===== config.mk =====
export PLATFORM = sky130hd
export DESIGN_NAME = window_gen_flat
export DESIGN_NICKNAME = d
export VERILOG_FILES = /design/src/rtl/window_gen_pkg.sv /design/src/rtl/window_gen_if.sv /design/src/rtl/window_gen_line_buffer.sv /design/src/rtl/window_gen.sv /design/src/flat_wrapper.sv
export SDC_FILE = /design/constraint.sdc
export NUM_CORES = 2
export LEC_CHECK = 0
export BUFFER_PORTS_ARGS = -buffer_cell sky130_fd_sc_hd__buf_2
export CORE_UTILIZATION = 40
export DETAILED_ROUTE_END_ITERATION = 10
export GPL_TIMING_DRIVEN = 0
export PLACE_DENSITY_LB_ADDON = 0.08
export SLEW_MARGIN = 20
export SYNTH_ARGS = -nofsm -noshare
export SYNTH_HDL_FRONTEND = slang
export SYNTH_SLANG_ARGS = --single-unit

===== constraint.sdc =====
create_clock -name clk -period 8.2 [get_ports clk]
set_clock_uncertainty 0.1 [all_clocks]
set_input_delay 1.64 -clock clk [delete_from_list [all_inputs] [get_ports clk]]
set_output_delay 1.64 -clock clk [all_outputs]
set_load 0.005 [all_outputs]

===== src/rtl/window_gen_pkg.sv =====
// Shared constants, pixel type and counter-width helper for the Harris corner pipeline.
package window_gen_pkg;

  localparam int PIX_W  = 8;
  localparam int WIN    = 6;
  localparam int GRAD_W = 16;

  typedef logic [PIX_W-1:0] pix_t;

  // Counter width for a dimension of n; never below one bit.
  function automatic int cnt_w(input int n);
    return (n > 1) ? $clog2(n) : 1;
  endfunction

endpackage


===== src/rtl/window_gen_if.sv =====
// Pixel stream in, WIN x WIN window out; the window generator uses the master side.
interface window_gen_if
  import window_gen_pkg::*;
#(
  parameter int IMG_W = 64,
  parameter int IMG_H = 64
);

  pix_t                       pix_in;
  logic                       pix_valid;
  pix_t                       window [0:WIN-1][0:WIN-1];
  logic                       win_valid;
  logic [cnt_w(IMG_H)-1:0]    win_row;
  logic [cnt_w(IMG_W)-1:0]    win_col;
  logic                       frame_done;

  modport master (
    input  pix_in,
    input  pix_valid,
    output window,
    output win_valid,
    output win_row,
    output win_col,
    output frame_done
  );

  modport slave (
    output pix_in,
    output pix_valid,
    input  window,
    input  win_valid,
    input  win_row,
    input  win_col,
    input  frame_done
  );

endinterface


===== src/rtl/window_gen_line_buffer.sv =====
// One image row of delay (DEPTH accepted pixels) using a circular RAM; read is combinational
// so dout is the pixel written DEPTH enables ago. Holds when en is low; no backpressure.
module line_buffer
  import window_gen_pkg::*;
#(
  parameter int DEPTH = 64
) (
  input  logic clk,
  input  logic en,
  input  pix_t din,
  output pix_t dout
);

  localparam int AW = cnt_w(DEPTH);
  localparam logic [AW-1:0] PTR_LAST = AW'(DEPTH - 1);

  pix_t            mem [0:DEPTH-1];
  logic [AW-1:0]   ptr;

  assign dout = mem[ptr];

  // The pointer is deliberately unreset: the delay is relative, and the window
  // logic never exposes contents until enough rows have passed since reset.
  always_ff @(posedge clk) begin
    if (en) begin
      mem[ptr] <= din;
      ptr      <= (ptr >= PTR_LAST) ? '0 : ptr + AW'(1);
    end
  end

endmodule


===== src/rtl/window_gen.sv =====
// Raster pixels in, registered WIN x WIN window out one cycle after each accepted pixel;
// pix_valid low stalls everything (win_valid/frame_done drop for that cycle), no backpressure.
module window_gen
  import window_gen_pkg::*;
#(
  parameter int IMG_W = 64,
  parameter int IMG_H = 64
) (
  input  logic          clk,
  input  logic          reset,
  window_gen_if.master  bus
);

  localparam int CW = cnt_w(IMG_W);
  localparam int RW = cnt_w(IMG_H);

  localparam logic [CW-1:0] COL_LAST = CW'(IMG_W - 1);
  localparam logic [RW-1:0] ROW_LAST = RW'(IMG_H - 1);
  localparam logic [CW-1:0] COL_WIN  = CW'(WIN - 1);
  localparam logic [RW-1:0] ROW_WIN  = RW'(WIN - 1);

  logic            accept;
  logic [CW-1:0]   col_q;
  logic [RW-1:0]   row_q;

  pix_t            lb_din [1:WIN-1];
  pix_t            tap    [1:WIN-1];
  pix_t            win_q  [0:WIN-1][0:WIN-1];

  logic            win_valid_q;
  logic            frame_done_q;
  logic [RW-1:0]   win_row_q;
  logic [CW-1:0]   win_col_q;

  assign accept = bus.pix_valid & ~reset;

  // Cascade: tap k is the pixel k rows above the one being accepted.
  for (genvar k = 1; k < WIN; k++) begin : g_lb
    if (k == 1) begin : g_first
      assign lb_din[k] = bus.pix_in;
    end else begin : g_next
      assign lb_din[k] = tap[k-1];
    end

    line_buffer #(
      .DEPTH (IMG_W)
    ) u_lb (
      .clk  (clk),
      .en   (accept),
      .din  (lb_din[k]),
      .dout (tap[k])
    );
  end

  always_ff @(posedge clk) begin
    if (reset) begin
      col_q <= '0;
      row_q <= '0;
    end else if (accept) begin
      if (col_q == COL_LAST) begin
        col_q <= '0;
        row_q <= (row_q == ROW_LAST) ? '0 : row_q + RW'(1);
      end else begin
        col_q <= col_q + CW'(1);
      end
    end
  end

  always_ff @(posedge clk) begin
    if (reset) begin
      for (int i = 0; i < WIN; i++) begin
        for (int j = 0; j < WIN; j++) begin
          win_q[i][j] <= '0;
        end
      end
    end else if (accept) begin
      for (int i = 0; i < WIN; i++) begin
        for (int j = 0; j < WIN - 1; j++) begin
          win_q[i][j] <= win_q[i][j+1];
        end
      end
      for (int i = 0; i < WIN - 1; i++) begin
        win_q[i][WIN-1] <= tap[WIN-1-i];
      end
      win_q[WIN-1][WIN-1] <= bus.pix_in;
    end
  end

  // Gating on the position of the accepted pixel keeps row-wrap, frame-wrap and
  // post-reset stale columns/rows out of any emitted window.
  always_ff @(posedge clk) begin
    if (reset) begin
      win_valid_q  <= 1'b0;
      frame_done_q <= 1'b0;
      win_row_q    <= '0;
      win_col_q    <= '0;
    end else begin
      win_valid_q  <= accept && (row_q >= ROW_WIN) && (col_q >= COL_WIN);
      frame_done_q <= accept && (row_q == ROW_LAST) && (col_q == COL_LAST);
      if (accept) begin
        win_row_q <= row_q;
        win_col_q <= col_q;
      end
    end
  end

  assign bus.window     = win_q;
  assign bus.win_valid  = win_valid_q;
  assign bus.frame_done = frame_done_q;
  assign bus.win_row    = win_row_q;
  assign bus.win_col    = win_col_q;

endmodule


===== src/flat_wrapper.sv =====
// flat-port wrapper written by rule: the top's interface ports become plain ports
module window_gen_flat import window_gen_pkg::*;
#(
  parameter int IMG_W = 64,
  parameter int IMG_H = 64
)
  (clk, reset, bus_pix_in, bus_pix_valid, bus_window, bus_win_valid, bus_win_row, bus_win_col, bus_frame_done);
  window_gen_if #(.IMG_W(IMG_W), .IMG_H(IMG_H)) bus_i ();
  input  logic clk;
  input  logic reset;
  input wire logic [$bits(bus_i.pix_in)-1:0] bus_pix_in;
  input wire logic [$bits(bus_i.pix_valid)-1:0] bus_pix_valid;
  output wire logic [$bits(bus_i.window)-1:0] bus_window;
  output wire logic [$bits(bus_i.win_valid)-1:0] bus_win_valid;
  output wire logic [$bits(bus_i.win_row)-1:0] bus_win_row;
  output wire logic [$bits(bus_i.win_col)-1:0] bus_win_col;
  output wire logic [$bits(bus_i.frame_done)-1:0] bus_frame_done;
  assign bus_i.pix_in = bus_pix_in;
  assign bus_i.pix_valid = bus_pix_valid;
  assign bus_window = {>>{bus_i.window}};
  assign bus_win_valid = bus_i.win_valid;
  assign bus_win_row = bus_i.win_row;
  assign bus_win_col = bus_i.win_col;
  assign bus_frame_done = bus_i.frame_done;
  window_gen #(.IMG_W(IMG_W), .IMG_H(IMG_H)) u_core (.clk(clk), .reset(reset), .bus(bus_i));
endmodule

# ---- Word level (Yosys, flattened, before mapping)
# Memories as Yosys holds them, arrays and structs flattened. A register that Yosys moved wholly into a read port is not among the register bits.
# Cells that the tools add are included.
# W data, S select, Z words.
dict set report word_totals {
  regBits 336
  ram_bits 2560
  input_bits 11
  out_inout_bits 302
  elab_cells 86
  memories 5
}
# name words width rd rd_clocked_by_memory_dff wr line_no
set memory_table {}
lappend memory_table {{u_core.g_lb[1].u_lb.mem} 64 8 1 1 1 window_gen_line_buffer.sv:17} ;# pix_t mem [0:DEPTH-1];
lappend memory_table {{u_core.g_lb[2].u_lb.mem} 64 8 1 1 1 window_gen_line_buffer.sv:17}
lappend memory_table {{u_core.g_lb[3].u_lb.mem} 64 8 1 1 1 window_gen_line_buffer.sv:17}
lappend memory_table {{u_core.g_lb[4].u_lb.mem} 64 8 1 1 1 window_gen_line_buffer.sv:17}
lappend memory_table {{u_core.g_lb[5].u_lb.mem} 64 8 1 1 1 window_gen_line_buffer.sv:17}
dict set report classes {
  n_addsub 7
  n_lt_le_gt_ge 7
  n_eq_ne 2
  muxes 12
  bitwise 2
  n_reduce_logical 5
}
# cell n
set ops {}
lappend ops {{$mux W6} 10}
lappend ops {{$add A6 B1 Y6 const B} 7}
lappend ops {{$ge A6 B6 Y1 const B} 5}
lappend ops {{$eq A6 B6 Y1 const B} 2}
lappend ops {{$ge A6 B3 Y1 const B} 2}
lappend ops {{$logic_and A1 B1 Y1} 4}
lappend ops {{$mux W1} 2}
lappend ops {{$reduce_and A2 Y1} 1}
lappend ops {{$and A1 B1 Y1} 1}
lappend ops {{$not A1 Y1} 1}

# ---- Depth between registers and ports, before layout
dict set report depth {
  ltp_word 4
  depth_mapped 11
  mapped_depth_nobuf 7
}

# ---- By module
# From an unflattened synthesis, not the netlist that was laid out.
dict set report unflattened {
  hier_cells 5804
  area_unflattened_um2 113294.9
}
# module instances cells_each area_each_um2
set by_module_without_submodules {}
lappend by_module_without_submodules {{line_buffer (u_core.g_lb[3].u_lb ...)} 3 952 20397.1}
lappend by_module_without_submodules {{line_buffer (u_core.g_lb[1].u_lb ...)} 2 945 20429.6}
lappend by_module_without_submodules {window_gen 1 1058 11244.5}

# ---- Least setup slack after synthesis
# Ideal clock, no wire load.
dict set report synth_timing {
  path_type {register to register}
  start {register with a tool-made name}
  end {memory u_core.g_lb[5].u_lb.mem[0][7] (netlist bit) (data pin)}
  setup_ns 0.920
  t_arrival_ns 4.991
  t_required_ns 7.180
  setup_slack_ns 2.189
  stages_incl_launch_ff 9
  synth_period_minus_slack_ns 6.011
  path_cell_list {dfxtp_1 buf_4 buf_6 buf_4 buf_4 mux2i_1 nand3_1 nand2_1 o41ai_1}
}
# item line_no
set synth_lines {}
lappend synth_lines {{end, declared} window_gen_line_buffer.sv:17}

# ---- Worst setup path after layout
dict set report layout_timing {
  start {input bus_pix_valid}
  end {memory u_core.g_lb[5].u_lb.mem[62][7] (netlist bit) (enable)}
}
dict set report layout_between {
  elab_chain_cells 3
}
# item line_no
set layout_rtl {}
lappend layout_rtl {{start, declared} flat_wrapper.sv:12} ;# input wire logic [$bits(bus_i.pix_valid)-1:0] bus_pix_valid;
lappend layout_rtl {{$and A1 B1 Y1} window_gen.sv:35} ;# assign accept = bus.pix_valid & ~reset;
lappend layout_rtl {{$mux W1} window_gen_line_buffer.sv:25} ;# if (en) begin
lappend layout_rtl {{$mux W1 (implied by the code)} window_gen_line_buffer.sv:26} ;# mem[ptr] <= din;
# Every way passes these cells.

==> out/metrics.yaml <==
cts_setup_buffers: 0
yosysUniqueCellTypes: 82
cts_resized: 0
min_period_ns: 5.47
slew_violations: 0
ant_nets: 0
slew_headroom_pct: 22.5
yosysWarnings: 0
rows: 195
tns_ns: 0
finalNetCount: 6886
setup_viol: 0
p_leak_nw: 44.4
ys_seq_elements: 2928
crit_buf_inv: 5
path_clk_slew_ns: 0.06
die-area_um2: 286000
dr.pass1.iters: 6
max_freq_ghz: 0.183
netlist_area_um2: 114000
cts_tree: "built"
hold_viol_final: 0
finalCritPeriodShare_pct: 66.7
grt_pass1_vias: 61900
path_cells: "buf_2 > nand2b_1 > buf_2 > inv_1 > clkbuf_2 > clkbuf_1 > nand3_1 > nor2_1"
cts_buffers: 323
initial_core_util_pct: 40.2
synthCells: 6133
async_flop_share_pct: 0
io_pins: 313
drtIter0Drc: 6252
slowest_stage: "nor2_1"
synth_nets: 6155
coreArea_um2: 282000
worstPathArrival_ns: 5.89
crit_path_max_incr_delay_ns: 1.08
area_delta_synth_final_pct: 16.3
grt_max_degree: 66
grt_setup_unrepaired: "false"
hold_buffers: 0
worst_slew_pin_slew_ns: 1.16
final_common_cell: "edfxtp_1"
crit_family: "buffers and inverters"
synth_edf_count: 2590
crit_fanout: 10
cts_buffer_depth: 4
die_w_um: 535
crit_path_start_kind: "input pin"
avgSynthCellArea_um2: 18.5
via_count: 61400
grt_usage_pct: 24.2
clock-root-buffer: "clkbuf_16"
synthTopCellsByArea: "edfxtp_1 (68%), mux4_2 (9.5%), dfxtp_1 (6.0%)"
status: "finished, final reports clean"
worstSetupEndpointType: "flop"
postLayoutCoreUtil_pct: 46.8
cts_sinks: 2928
clock_latency_ns: 0.94
yosysSeqAreaShare_pct: 74.4
grt_pass1_wl_mm: 487
die_h_um: 535
hpwlAfterDp_mm: 240
required_ns: 8.62
synth_top_area_share_pct: 68.5
port_buffers: 310
layout_common_cells: "edfxtp_1 (2590), nor2_1 (741), mux2i_1 (523)"
gp_congestion: 0.912
final_layout_size_suffix_gt1_share_pct: 24.5
overflow: 0
yosysTopAreaCell: "edfxtp_1"
ir_drop_mv: 0.176
powerDensity_nw_per_um2: 257
hp-class: "reg -> reg"
wl_per_cell_um: 32.2
finalWirelength_mm: 350
h-tree-depth: 5
drc: 0
synthFlopType: "edfxtp_1"
critPathMostFrequentCell: "buf_2"
grt_antenna_before_repair: 11
critical_path_class: "in -> reg"
finalPower_mw: 34.0
avgViaCountPerCell: 5.64
drv_cap: 0
-- state kept, by name, indices dropped and copies added (netlist names), named ones only --
| signal | count |
|---|---|
| u_core.row_q | 6 |
| u_core.g_lb.u_lb.mem | 2560 |
| u_core.col_q | 6 |
| u_core.bus.win_valid | 1 |
| u_core.bus.win_col | 6 |
| u_core.bus.win_row | 6 |
| u_core.bus.window | 288 |
| u_core.bus.frame_done | 1 |
| u_core.g_lb.u_lb.ptr | 30 |
-- per-layer routing --
metal | global-route usage [%] | routed length [um] | vias to the layer above
met2 | 40.2 | 170000 | 2262
met5 | 0 | 0 | -
met1 | 32.1 | 144000 | 32500
met3 | 3.66 | 20500 | 523
met4 | 9.59 | 15400 | 0
li1 | - | - | 26100
-- cell usage after synthesis, drive strengths merged (17+ instances only) --
cell	instances
o221ai	29
mux2	108
mux2i	523
dfxtp	338
nand2b	24
mux4	500
clkbuf	132
nand2	166
o21ai	42
a22oi	46
a221oi	97
nor3	21
o22ai	97
a22o	19
nor2	743
nand3	63
edfxtp	2590
inv	17
nor2b	31
xnor2	17
buf	229
nand3b	20
a21oi	36
o21a	25
-- worst register-to-register path: cells and delay by family, from the launching register on --
kind | cells | cell delay [ns]
buffers and inverters | 3 | 1.79
DFF | 1 | 0.35
and+or+nand+nor | 3 | 2.10
-- area by class of cell --
type	count	area [um^2]
fillers	24000	150000
repair buffers	406	2950
clock inverters	161	1540
plain buffers	361	2080
diodes	7	17.5
clock buffers	427	8880
flip-flops and latches	2928	84500
well taps	3743	4680
inverters	22	82.6
multi-input cells	2822	27300
-- path summary, 6_finish.rpt --
kind / startpoint / to / slack (ns) / cells past startpoint
worst min-delay path: u_core.bus.window[184] / u_core.bus.window[184] / 0.38 / 2
worst max register to register: u_core.g_lb[5].u_lb.ptr[0] / u_core.g_lb[5].u_lb.mem[53][4] / 3.47 / 6
worst max-delay path: bus_pix_valid / u_core.g_lb[5].u_lb.mem[62][7] / 2.73 / 8
worst min register to register: u_core.bus.window[184] / u_core.bus.window[184] / 0.38 / 2
-- per-stage QoR --
step                hold WS, ns  instances  cell area (um^2)  worst slack [ns]
detailed placement        0.376      10300            122000              1.89
floorplan                 0.373       6133            114000              2.19
finish                    0.385      10900            132000              2.73
global route              0.402      10900            132000              2.87
global placement          0.369      10200            120000             -3.67
CTS                       0.392      10900            132000              2.86
-- logic make-up (layout without fill, tap and decap cells) --
logic type	after synthesis	count (layout)	synth area share (%)
DFF	2928	2928	74.4
adders and majority gates	11	11	0.121
AOI/OAI and AO/OA	515	515	3.44
and+or+nand+nor	1134	1134	4.24
buffers and inverters	383	1377	1.87
xor gates and xnor gates	31	31	0.239
muxes	1131	1131	15.7
other	0	7	0
-- power by group --
group / switching (mW) / internal (mW)
combinational: 1.89 / 0.909
clock: 5.95 / 8.45
sequential: 0.0728 / 16.7
No activity file was read; power rests on OpenSTA's default activity.
